`src/rtl/mem_ctrl_pkg.sv`:
```
// Shared definitions for the memory arbiter: access codes, controller states,
// default memory size and the request legality checks.
package mem_ctrl_pkg;

    localparam int unsigned DEPTH_DEFAULT = 64;

    localparam logic [1:0] MEM_NONE = 2'b00;
    localparam logic [1:0] MEM_BYTE = 2'b01;
    localparam logic [1:0] MEM_WORD = 2'b11;

    typedef enum logic [1:0] {
        IDLE    = 2'b00,
        ISSUE   = 2'b01,
        CAPTURE = 2'b10,
        RESP    = 2'b11
    } state_t;

    // A data request must carry exactly one non-reserved code and stay inside memory.
    function automatic logic data_illegal(input logic [1:0]  rd,
                                          input logic [1:0]  wr,
                                          input logic [31:0] addr,
                                          input int unsigned depth);
        logic [1:0] code;
        logic       bad;
        code = (rd != MEM_NONE) ? rd : wr;
        bad  = 1'b0;
        if ((rd != MEM_NONE) == (wr != MEM_NONE)) bad = 1'b1;
        if ((rd == 2'b10) || (wr == 2'b10))       bad = 1'b1;
        if ((code == MEM_BYTE) && (addr > 32'(depth - 1))) bad = 1'b1;
        if ((code == MEM_WORD) && (addr > 32'(depth - 4))) bad = 1'b1;
        return bad;
    endfunction

    function automatic logic fetch_illegal(input logic [31:0] addr,
                                           input int unsigned depth);
        return (addr > 32'(depth - 4)) || (addr[1:0] != 2'b00);
    endfunction

endpackage

```
`src/rtl/rr_arb2.sv`:
```
// Two-way round-robin arbiter. Index 0 is the fetch port, index 1 the data port;
// the last-grant register resets to fetch so data wins the first tie.
module rr_arb2 (
    input  logic       clk,
    input  logic       reset,
    input  logic [1:0] req_i,
    input  logic       en_i,
    output logic [1:0] gnt_o
);

    logic last_data_q;
    logic last_data_d;
    logic [1:0] gnt;

    always_comb begin
        gnt = 2'b00;
        if (en_i) begin
            if (req_i == 2'b11) begin
                gnt = last_data_q ? 2'b01 : 2'b10;
            end else begin
                gnt = req_i;
            end
        end
        last_data_d = last_data_q;
        if (gnt != 2'b00) begin
            last_data_d = gnt[1];
        end
    end

    always_ff @(posedge clk) begin
        if (reset) begin
            last_data_q <= 1'b0;
        end else begin
            last_data_q <= last_data_d;
        end
    end

    assign gnt_o = gnt;

endmodule

```
`src/rtl/mem_arbiter.sv`:
```
// Shares one single-ported byte memory between a fetch port and a data port.
// Handshake: a port raises req with its fields held until a one-cycle ready pulse; err qualifies ready.
module mem_arbiter
    import mem_ctrl_pkg::*;
#(
    parameter int unsigned DEPTH = DEPTH_DEFAULT
) (
    input  logic        clk,
    input  logic        reset,
    input  logic        if_req,
    input  logic [31:0] if_addr,
    output logic        if_ready,
    output logic [31:0] if_rdata,
    output logic        if_err,
    input  logic        d_req,
    input  logic [1:0]  d_mem_read,
    input  logic [1:0]  d_mem_write,
    input  logic [31:0] d_addr,
    input  logic [31:0] d_wdata,
    output logic        d_ready,
    output logic        d_err,
    output logic [31:0] d_rdata,
    output logic [1:0]  mem_read,
    output logic [1:0]  mem_write,
    output logic [31:0] address,
    output logic [31:0] word_in,
    input  logic [31:0] word_out,
    output state_t      dbg_state
);

    state_t      state_q, state_d;
    logic        gnt_data_q, gnt_data_d;
    logic [1:0]  rd_q, rd_d;
    logic [1:0]  wr_q, wr_d;
    logic [31:0] addr_q, addr_d;
    logic [31:0] wdata_q, wdata_d;
    logic        err_q, err_d;
    logic [31:0] if_rdata_q, if_rdata_d;
    logic [31:0] d_rdata_q, d_rdata_d;
    logic [1:0]  gnt;
    logic        d_bad;
    logic        if_bad;

    rr_arb2 u_arb (
        .clk   (clk),
        .reset (reset),
        .req_i ({d_req, if_req}),
        .en_i  (state_q == IDLE),
        .gnt_o (gnt)
    );

    assign d_bad  = data_illegal(d_mem_read, d_mem_write, d_addr, DEPTH);
    assign if_bad = fetch_illegal(if_addr, DEPTH);

    always_comb begin
        state_d    = state_q;
        gnt_data_d = gnt_data_q;
        rd_d       = rd_q;
        wr_d       = wr_q;
        addr_d     = addr_q;
        wdata_d    = wdata_q;
        err_d      = err_q;
        if_rdata_d = if_rdata_q;
        d_rdata_d  = d_rdata_q;
        case (state_q)
            IDLE: begin
                if (gnt[1]) begin
                    gnt_data_d = 1'b1;
                    rd_d       = d_mem_read;
                    wr_d       = d_mem_write;
                    addr_d     = d_addr;
                    wdata_d    = d_wdata;
                    err_d      = d_bad;
                    state_d    = d_bad ? RESP : ISSUE;
                end else if (gnt[0]) begin
                    gnt_data_d = 1'b0;
                    rd_d       = MEM_WORD;
                    wr_d       = MEM_NONE;
                    addr_d     = if_addr;
                    wdata_d    = 32'h0;
                    err_d      = if_bad;
                    state_d    = if_bad ? RESP : ISSUE;
                end
            end
            ISSUE: begin
                state_d = (rd_q != MEM_NONE) ? CAPTURE : RESP;
            end
            CAPTURE: begin
                // Byte loads keep only the low lane, zero-extended.
                if (gnt_data_q) begin
                    d_rdata_d = (rd_q == MEM_BYTE) ? {24'h0, word_out[7:0]} : word_out;
                end else begin
                    if_rdata_d = word_out;
                end
                state_d = RESP;
            end
            RESP: begin
                state_d = IDLE;
            end
            default: begin
                state_d = IDLE;
            end
        endcase
    end

    always_ff @(posedge clk) begin
        if (reset) begin
            state_q    <= IDLE;
            gnt_data_q <= 1'b0;
            rd_q       <= MEM_NONE;
            wr_q       <= MEM_NONE;
            addr_q     <= 32'h0;
            wdata_q    <= 32'h0;
            err_q      <= 1'b0;
            if_rdata_q <= 32'h0;
            d_rdata_q  <= 32'h0;
        end else begin
            state_q    <= state_d;
            gnt_data_q <= gnt_data_d;
            rd_q       <= rd_d;
            wr_q       <= wr_d;
            addr_q     <= addr_d;
            wdata_q    <= wdata_d;
            err_q      <= err_d;
            if_rdata_q <= if_rdata_d;
            d_rdata_q  <= d_rdata_d;
        end
    end

    // The memory bus is quiet outside ISSUE, so it only ever sees legal, granted accesses.
    always_comb begin
        mem_read  = MEM_NONE;
        mem_write = MEM_NONE;
        address   = 32'h0;
        word_in   = 32'h0;
        if (state_q == ISSUE) begin
            mem_read  = rd_q;
            mem_write = wr_q;
            address   = addr_q;
            word_in   = wdata_q;
        end
    end

    assign if_ready  = (state_q == RESP) && !gnt_data_q;
    assign d_ready   = (state_q == RESP) && gnt_data_q;
    assign if_err    = if_ready && err_q;
    assign d_err     = d_ready && err_q;
    assign if_rdata  = if_rdata_q;
    assign d_rdata   = d_rdata_q;
    assign dbg_state = state_q;

endmodule

```
`config.mk`:
```
export PLATFORM = sky130hd
export DESIGN_NAME = mem_arbiter
export DESIGN_NICKNAME = d
export VERILOG_FILES = /design/src/rtl/mem_ctrl_pkg.sv /design/src/rtl/rr_arb2.sv /design/src/rtl/mem_arbiter.sv
export SDC_FILE = /design/constraint.sdc
export NUM_CORES = 1
export LEC_CHECK = 0
export CAP_MARGIN = 20
export CORE_AREA = 2 2 106 108
export DETAILED_ROUTE_END_ITERATION = 16
export DIE_AREA = 0 0 108 110
export DONT_BUFFER_PORTS = 1
export GPL_TIMING_DRIVEN = 1
export HOLD_SLACK_MARGIN = 0.15
export PLACE_DENSITY = 0.79
export SLEW_MARGIN = 20
export SYNTH_ARGS = -nofsm -noshare
export SYNTH_HDL_FRONTEND = slang
export SYNTH_SLANG_ARGS = --single-unit
```
`constraint.sdc`:
```
create_clock -name clk -period 3.5 [get_ports clk]
set_input_delay 0.7 -clock clk [delete_from_list [all_inputs] [get_ports clk]]
set_output_delay 0.7 -clock clk [all_outputs]
set_load 0.01 [all_outputs]
```
Yosys cells after proc, flatten, opt, wreduce, memory -nomap -nowiden
Cells that the tools add are included.
Operators by class
  order comparisons: 3
  equal/unequal tests: 11
  mux-type cells: 31
  bitwise logic cells: 1
  reductions and logical operators: 18
Operators by type and width (number)
  two-way mux 32 bit: 7
  greater-than comparator 32 x 6 -> 1 bit (second input constant): 3
  two-way mux 2 bit: 14
  == test 2 bit (second input constant): 6
  nonzero test 2 bit: 5
  two-way mux 1 bit: 9
  case mux 2 bit (4 select lines): 1
  == test 2 x 1 -> 1 bit (second input constant): 3
  logical AND 1 bit: 6
  AND reduction 2 bit: 3
  inequality test 3 bit (second input constant): 1
  logical NOT 2 bit: 1
  logical OR 1 bit: 2
  == test 1 bit: 1
  logical NOT 1 bit: 1
  NOT 1 bit: 1
Storage, ports and cells
  flip-flop bits (word level): 137
  input bits: 136
  output and inout port bits: 138
  logic and storage cells: 74

Logic depth before layout (Yosys ltp)
Gate-level depths: netlist of run 1.
  word-level depth: 9
  depth in mapped cells: 7
  depth with buffers taken out: 6

By module
Synthesis of run 1 repeated with hierarchy kept, for this count alone.
Second synthesis, totals
  cells, all modules: 707
  area, all modules: 5854.4 µm²
By module, submodules not included
  mem_arbiter: instances 1, cells an instance 699, area an instance 5799.3 µm², seq. area each 2722.6 µm²
  rr_arb2: instances 1, cells an instance 8, area an instance 55.1 µm², seq. area each 20.0 µm²

Worst setup path before layout of run 1
Ideal clock, no wire load.
  path type: reg2out
  start point: register state_q[0] (netlist: dbg_state[0])
  end point: output port address[10]
  data arrival time: 1304 ps
  required time: 2800 ps
  setup slack: 1496 ps
  cell stages (with the launch flop): 5
  path buffers: 2
  cells stage by stage: dfxtp_1 ha_1 clkbuf_1 clkbuf_1 and2_1
Between the ends
  longest elaborated chain between the ends: 2
Ends and longest elaborated chain
  start: declaration: RTL line mem_arbiter.sv:31  | state_t state_q, state_d;
  start signal: assignment: RTL line mem_arbiter.sv:118  | state_q <= state_d;
  == test 2 x 1 -> 1 bit: RTL line mem_arbiter.sv:136  | if (state_q == ISSUE) begin
  two-way mux 32 bit: RTL line mem_arbiter.sv:136
  end: declaration: RTL line mem_arbiter.sv:25  | output logic [31:0] address,
Every way passes these cells.

Worst setup path in the final report of run 1
  start point: register state_q[0] (netlist: dbg_state[0])
  end point: output port address[24]
Same word-level chain as after synthesis.

==> flow_summary_export.csv, run 1 <==
group,metric,value,unit
sta,worst_pin_slew,0.945,ns
clocking,cts_sinks,137,
sta,max_freq,342,MHz
logic_synthesis,synth_edf_count,0,
placement,place_congestion,0.963,
finish,syn_to_final_growth,8.65,%
floorplan,die-area,11900,µm²
finish,layout_common_cells,"dfxtp_1, nor2_1, nand2_1",
power,p_leak,2.34,nW
power,clkPwrFrac,33.0,%
sta,hold_violations,0,
logic_synthesis,synth_area,5770,µm²
logic_synthesis,synth_nets,800,
power,power,5.23,mW
power,seq_power_share,42.3,%
clocking,cts-resized-gates,0,
setup_path,crit_type,"reg2out",
finish,mostFrequentLayoutCell,"dfxtp_1",
floorplan,die_x,108,µm
global_routing,grt_pass1_vias,4370,
floorplan,initial_core_util,54.0,%
logic_synthesis,yosysWarnings,0,
clocking,cts_root_buf,"clkbuf_8",
detailed_routing,drt-total-wl,14.4,mm
power,p_int,3.37,mW
sta,slew-limit-headroom,37.0,%
global_routing,grt_start_max_net_pins,138,
run_status,status,"complete, no violations",
logic_synthesis,async_flop_share,0,%
sta,skew,0.0180,ns
logic_synthesis,ys.flop_type,"dfxtp_1",
power,switching_share,35.6,%
detailed_routing,viasPerCell,5.81,
detailed_routing,drt-initial-drc-count,334,
setup_path,critPathCaptureType,"output pin",
clocking,path_clk_slew,0.06,ns
sta,setup_tns,0,ns
floorplan,die_y,110,µm
placement,hpwlAfterDp,10.3,mm
global_routing,grtUsageTotal,22.9,%
clocking,cts_tree,"built",
logic_synthesis,postSynthAreaPerCell,8.75,µm²
global_routing,grt_pass1_wl,21.3,mm
run,maxCapViolCount,0,
finish,antenna-diode-count,0,
logic_synthesis,yosys.cell_types.count,37,
clocking,postCtsHoldBufs,0,
logic_synthesis,synth.area.top_cells,"dfxtp_1, and2_1, a22oi_1",
detailed_routing,final_antenna_net_count,0,
clocking,clk_latency,0.52,ns
global_routing,grt_overflow,0,
finish,nets,770,
detailed_routing,drtPass1Iterations,4,
sta,rsz0062_at_grt,"false",
placement,io_buffer_count,0,
logic_synthesis,synth_largest_area_cell,"dfxtp_1",
logic_synthesis,yosysSeqAreaShare,47.5,%
clocking,cts_buffers,17,
sta,fin_crit_sh,83.6,%
setup_path,crit_arrival,2.23,ns
power,power.density,834,nW/µm²
logic_synthesis,postSynthCellCount,660,
global_routing,antenna_found_initial,0,
floorplan,core-area,10700,µm²
detailed_routing,remaining_drc_errors,0,
power,irDropWorstVdd,0.361,mV
sta,finalSetupViolations,0,
finish,drive_gt1_share,7.78,%
sta,fin_crit,2.93,ns
detailed_routing,vias,4553,
power,power_frac_comb,24.8,%
clocking,cts-htree-levels,4,
detailed_routing,avgRoutedWirePerCell,18.4,µm
setup_path,startpoint_type,"flop",
hold_path,hold_path.class,"in2reg",
logic_synthesis,synth_top_area_share,47.5,%
clocking,post-cts-setup-buffer-count,0,
setup_path,cp.required,2.80,ns
sta,slew_violations,0,
finish,utilization,58.6,%
clocking,clockBufferDepth,2,
floorplan,core.rowCount,38,
logic_synthesis,synth_seq_cells,137,
floorplan,ios,274,
setup_path,path_max_fanout,69,
power,p_sw,1.86,mW
==> sequential cells by signal, indices dropped and copies added (netlist names) <==
name and flops:
addr_q 32, d_rdata 32, dbg_state 2, err_q 1
gnt_data_q 1, if_rdata 32, rd_q 2, u_arb.last_data_q 1
wdata_q 32, wr_q 2
==> layout make-up <==
type | instances | area, µm²
fill | 941 | 4420
tap | 140 | 175
timing repair buffer | 5 | 37.5
inverter | 4 | 15.0
sequential | 137 | 2740
clock inverter | 14 | 154
clock buffer | 18 | 428
multi-input combinational | 465 | 2720
==> worst max-delay path, cell delays in order, from the launching register on <==
cell and delay [ns]:
dfxtp_1 0.51, ha_2 0.85, and2_1 0.31
==> logic make-up (layout without fill, tap and decap cells) <==
logic type / Yosys count / in the layout / share of synthesized area, %
AND/OR/NAND/NOR: 279 / 279 / 22.4
AO/OA/AOI/OAI: 150 / 150 / 17.8
flip-flops: 137 / 137 / 47.5
buffers and inverters: 58 / 41 / 5.85
multiplexers: 32 / 32 / 5.55
adder cells (fa/ha/maj): 4 / 4 / 0.867
==> synth_stat cells (4+ instances only) <==
cell type and count:
mux2i_1 32, buf_8 5, a22oi_1 54, inv_1 4, nor2_1 97, ha_1 4, a21oi_1 44, clkbuf_1 32
a22oi_2 4, a211oi_1 35, o21ai_0 4, buf_2 10, nand2_1 86, dfxtp_1 137, and2_1 71, nor4_1 13
==> through the flow <==
stage          setup WS [ns]  area (µm²)  instances  hold WS, ns
2_1_floorplan           1.50        5770        660        0.444
3_3_place_gp            1.21        5680        751        0.471
3_5_place_dp            1.07        5680        751        0.480
4_1_cts                0.515        6270        783        0.233
5_1_grt                0.379        6270        783        0.227
6_report               0.574        6270        783        0.254
==> path summary, 6_finish.rpt <==
kind         slack [ns]    startpoint      endpoint  depth (start not counted)
max                0.57  dbg_state[0]   address[24]                          2
min                0.25         reset  if_rdata[25]                          1
max reg2reg        1.23  dbg_state[1]    addr_q[15]                          6
min reg2reg        0.49   wdata_q[25]   wdata_q[25]                          2
==> power groups by stage <==
stage | sequential, mW | combinational, mW | clock [mW]
2_1_floorplan | 2.15 | 1.21 | 0
3_3_place_gp | 2.24 | 1.23 | 0
3_5_place_dp | 2.24 | 1.30 | 0
4_1_cts | 2.21 | 1.30 | 1.76
5_1_grt | 2.25 | 1.46 | 1.85
6_report | 2.21 | 1.29 | 1.72
==> routing by layer <==
layer | global-route usage [%] | up-vias | routed length [µm]
li1 | - | 2215 | -
met1 | 24.2 | 2077 | 5420
met2 | 41.7 | 230 | 7380
met3 | 6.76 | 31 | 1130
met4 | 10.9 | 0 | 434
met5 | 0 | - | 0
(Power assumes the default switching activity.)
==> inputs of run 2 (changes only) <==
- PLACE_DENSITY: 0.79 -> 0.82
- clock period: 3.5 -> 2.5 ns (I/O delays scaled with it)
==> flow_summary_export.csv, run 2 (synthesis results as in run 1) <==
group,metric,value,unit
finish,syn_to_final_growth,24.7,%
detailed_routing,drtPass1Iterations,8,
sta,holdWs,0.174,ns
sta,worst_pin_slew,0.785,ns
finish,nets,859,
detailed_routing,avgRoutedWirePerCell,20.0,µm
sta,rsz0062_at_grt,"false",
finish,antenna-diode-count,0,
floorplan,core-area,10700,µm²
clocking,cts_root_buf,"clkbuf_8",
detailed_routing,vias,5299,
detailed_routing,remaining_drc_errors,0,
hold_path,min_from,"d_wdata[10]",
detailed_routing,drt-total-wl,17.5,mm
sta,slew_violations,0,
floorplan,die_y,110,µm
setup_path,crit_arrival,1.90,ns
finish,layout_common_cells,"dfxtp_1, nor2_1, nand2_1, dlygate4sd3_1, and2_1",
sta,fin_crit,2.40,ns
placement,place_congestion,0.950,
setup_path,critPathLaunch,"dbg_state[0]",
setup_path,crit_type,"reg2out",
sta,skew,0.0122,ns
setup_path,crit_chain,"ha_2 -> buf_6 -> and2_1",
setup_path,r2r-start,"dbg_state[0]",
sta,hold_violations,0,
global_routing,grt_pass1_wl,25.2,mm
finish,fillCellCount,757,
floorplan,ios,274,
hold_path,hold_path.class,"in2reg",
placement,hpwlAfterDp,10.5,mm
setup_path,max_stage_delay,0.51,ns
global_routing,grt_overflow,0,
power,p_leak,2.79,nW
global_routing,grt_pass1_vias,5200,
setup_path,critical-path-top-delay-family,"flip-flops",
setup_path,critPathSlowestCell,"dfxtp_1",
setup_path,path_max_fanout,69,
setup_path,startpoint_type,"flop",
power,power.density,1070,nW/µm²
global_routing,antenna_found_initial,0,
finish,mostFrequentLayoutCell,"dfxtp_1",
sta,finalWorstSetupSlack,0.0957,ns
global_routing,grtUsageTotal,27.5,%
clocking,clk_latency,0.52,ns
clocking,cts_buffers,17,
sta,finalSetupViolations,0,
sta,fin_crit_sh,96.2,%
sta,slew-limit-headroom,47.4,%
clocking,post-cts-setup-buffer-count,0,
detailed_routing,viasPerCell,6.08,
floorplan,initial_core_util,54.0,%
global_routing,grt_start_max_net_pins,113,
run,maxCapViolCount,0,
placement,io_buffer_count,0,
clocking,cts_sinks,137,
finish,drive_gt1_share,7.10,%
clocking,cts_tree,"built",
run_status,status,"complete, no violations",
setup_path,critPathCaptureType,"output pin",
detailed_routing,final_antenna_net_count,0,
sta,setup_tns,0,ns
clocking,clockBufferDepth,2,
floorplan,die-area,11900,µm²
floorplan,core.rowCount,38,
setup_path,cp_num_buf_inv,1,
clocking,cts-htree-levels,4,
placement,dp_slack,0.495,ns
setup_path,cp.required,2.00,ns
power,irDropWorstVdd,0.649,mV
clocking,path_clk_slew,0.07,ns
sta,max_freq,416,MHz
floorplan,die_x,108,µm
detailed_routing,drt-initial-drc-count,508,
-- run 2: metrics by stage --
step / total power, mW / std cells / area (µm²) / utilization [%]
6_report: 7.73 / 872 / 7200 / 67.3
4_1_cts: 7.67 / 871 / 7180 / 67.1
3_3_place_gp: 4.91 / 752 / 5710 / 53.4
2_1_floorplan: 4.71 / 660 / 5770 / -
3_5_place_dp: 5.03 / 752 / 5720 / 53.5
5_1_grt: 8.13 / 872 / 7200 / 67.3
-- run 2: worst paths after layout --
check / to / slack [ns] / cells after the start
max: address[27] / 0.1 / 3
min: wdata_q[10] / 0.17 / 2
max reg2reg: if_rdata[30] / 0.11 / 7
min reg2reg: wdata_q[4] / 0.49 / 2
-- run 2: power by group --
group | internal, mW | switching [mW]
clock | 1.36 | 1.04
combinational | 0.870 | 1.35
sequential | 2.68 | 0.425
total | 4.91 | 2.81
-- run 2: timing repair --
item,CTS,global route
pin swaps,0,0
endpoints found under the setup margin,68,6
endpoints found under the hold margin,137,0
hold buffers,87,0
gates cloned,0,1
gates resized for setup,1,0
-- run 2: final cells by class --
class | count | area (µm²) | share of cell area (%)
multi-input cells | 466 | 2730 | 38.0
repair buffers | 93 | 962 | 13.4
inverters | 4 | 15.0 | 0.209
clock inverters | 15 | 158 | 2.19
clock buffers | 17 | 414 | 5.75
well taps | 140 | 175 | 2.43
flip-flops and latches | 137 | 2740 | 38.1
-- run 2: metal layers --
| layer | global-route usage, % | part of all wire, % | vias to the layer above |
|---|---|---|---|
| met1 | 28.0 | 35 | 2461 |
| met4 | 16.7 | 4.4 | 0 |
| met3 | 7.35 | 8.5 | 75 |
| li1 | - | - | 2394 |
| met5 | 0 | 0 | - |
| met2 | 50.4 | 52 | 369 |
-- run 2: worst reg2reg max path: stages, from the launching register on --
cell and delay, ns:
dfxtp_1 0.51, inv_1 0.11, ha_1 0.27, nand2b_1 0.33, buf_12 0.23, nand2_1 0.12
a21oi_1 0.20, dlygate4sd3_1 0.58
==> inputs of run 3 (changes only) <==
- PLACE_DENSITY: 0.82 -> 0.79
- SKIP_LAST_GASP: unset -> 1
- clock period: 2.5 -> 2.78 ns (I/O delays scaled with it)
==> flow_summary_export.csv, run 3 (synthesis results as in run 1) <==
group,metric,value,unit
sta,slew-limit-headroom,57.1,%
power,irDropWorstVdd,0.486,mV
setup_path,crit_type,"reg2out",
power,power_frac_comb,26.5,%
floorplan,core.rowCount,38,
finish,multi_input_area,2730,µm²
finish,layout_common_cells,"dfxtp_1, nor2_1, nand2_1",
finish,antenna-diode-count,0,
sta,finalWorstSetupSlack,0.289,ns
detailed_routing,viasPerCell,5.95,
finish,finalNonFillerCells,800,
run,maxCapViolCount,0,
power,power.density,1050,nW/µm²
floorplan,initial_core_util,54.0,%
sta,setup_tns,0,ns
power,p_int,4.41,mW
sta,slew_violations,0,
setup_path,critPathCaptureType,"output pin",
placement,hpwlAfterDp,10.4,mm
clocking,post-cts-setup-buffer-count,0,
setup_path,startpoint_type,"flop",
sta,worst_pin_slew,0.642,ns
global_routing,grt_start_max_net_pins,126,
detailed_routing,final_antenna_net_count,0,
placement,dp_slack,0.626,ns
sta,fin_crit,2.49,ns
placement,placedCellCount,755,
clocking,cts_buffers,17,
floorplan,die_x,108,µm
sta,finalSetupViolations,0,
clocking,cts-htree-levels,4,
detailed_routing,remaining_drc_errors,0,
hold_path,hold_path.class,"in2reg",
run_status,status,"complete, no violations",
detailed_routing,drtPass1Iterations,7,
floorplan,die-area,11900,µm²
power,p_sw,2.39,mW
clocking,clockBufferDepth,2,
setup_path,cp.required,2.22,ns
clocking,cts_sinks,137,
power,p_leak,2.47,nW
power,clkPwrFrac,32.5,%
placement,io_buffer_count,0,
sta,fin_crit_sh,89.6,%
finish,ff_latch_area,2740,µm²
global_routing,grtUsageTotal,23.8,%
global_routing,grt_pass1_wl,21.9,mm
detailed_routing,drt-total-wl,14.9,mm
floorplan,ios,274,
finish,syn_to_final_growth,12.2,%
detailed_routing,drt-initial-drc-count,384,
power,seq_power_share,40.9,%
detailed_routing,avgRoutedWirePerCell,18.6,µm
power,switching_share,35.2,%
setup_path,path_max_fanout,43,
sta,max_freq,401,MHz
finish,nets,787,
placement,place_congestion,0.986,
finish,mostFrequentLayoutCell,"dfxtp_1",
clocking,path_clk_slew,0.06,ns
global_routing,grt_pass1_vias,4552,
sta,skew,0.00676,ns
global_routing,grt_overflow,0,
finish,drive_gt1_share,8.03,%
finish,fillCellCount,902,
clocking,cts_tree,"built",
clocking,clk_latency,0.51,ns
floorplan,die_y,110,µm
detailed_routing,vias,4757,
sta,rsz0062_at_grt,"false",
floorplan,core-area,10700,µm²
setup_path,crit_arrival,1.94,ns
global_routing,antenna_found_initial,0,
clocking,cts_root_buf,"clkbuf_8",
sta,hold_violations,0,
## run 3: path summary, 6_finish.rpt
| kind | startpoint | endpoint | slack, ns | cells past startpoint |
|---|---|---|---|---|
| max | dbg_state[0] | mem_write[0] | 0.29 | 3 |
| min | word_out[30] | if_rdata[30] | 0.18 | 2 |
| max reg2reg | dbg_state[0] | d_rdata[27] | 0.37 | 7 |
| min reg2reg | wdata_q[25] | wdata_q[25] | 0.49 | 2 |
## run 3: area by class of cell
cell class,count,share of cell area (%)
clock buffers,19,6.66
clock inverters,13,2.43
multi-input cells,465,42.1
repair buffers,22,3.51
inverters,4,0.232
well taps,140,2.70
flip-flops and latches,137,42.3
## run 3: power groups by stage
stage	registers [mW]	clock network (mW)	logic (mW)
CTS	2.78	2.25	1.79
detailed placement	2.82	0	1.71
finish	2.79	2.21	1.81
global route	2.84	2.35	2.02
floorplan	2.70	0	1.53
global placement	2.80	0	1.63
## run 3: layer usage
metal  GRT usage, %  vias to the layer above  part of all wire [%]
met5              0                        -                     0
met1           25.4                     2182                    37
li1               -                     2255                     -
met2           42.4                      274                    51
met3           7.17                       46                   8.2
met4           12.5                        0                   3.8
## run 3: stage by stage
step | power (mW) | hold WS, ns | area [µm²] | utilization (%)
final | 6.81 | 0.176 | 6480 | 60.6
after global routing | 7.21 | 0.153 | 6480 | 60.6
after CTS | 6.82 | 0.159 | 6460 | 60.4
after detailed placement | 4.53 | 0.477 | 5720 | 53.5
after global placement | 4.43 | 0.470 | 5720 | 53.5
after floorplan | 4.23 | 0.444 | 5770 | -
## run 3: timing repair
item                                    4_1_cts  5_1_grt
endpoints found under the setup margin        0       42
hold buffers                                 13        0
hold endpoints to repair                    137        0
gates resized for setup                       0        2
## run 3: worst max-delay path: stages (launching register included)
cell,delay (ns)
dfxtp_1,0.56
ha_4,0.39
buf_12,0.22
and2_1,0.24
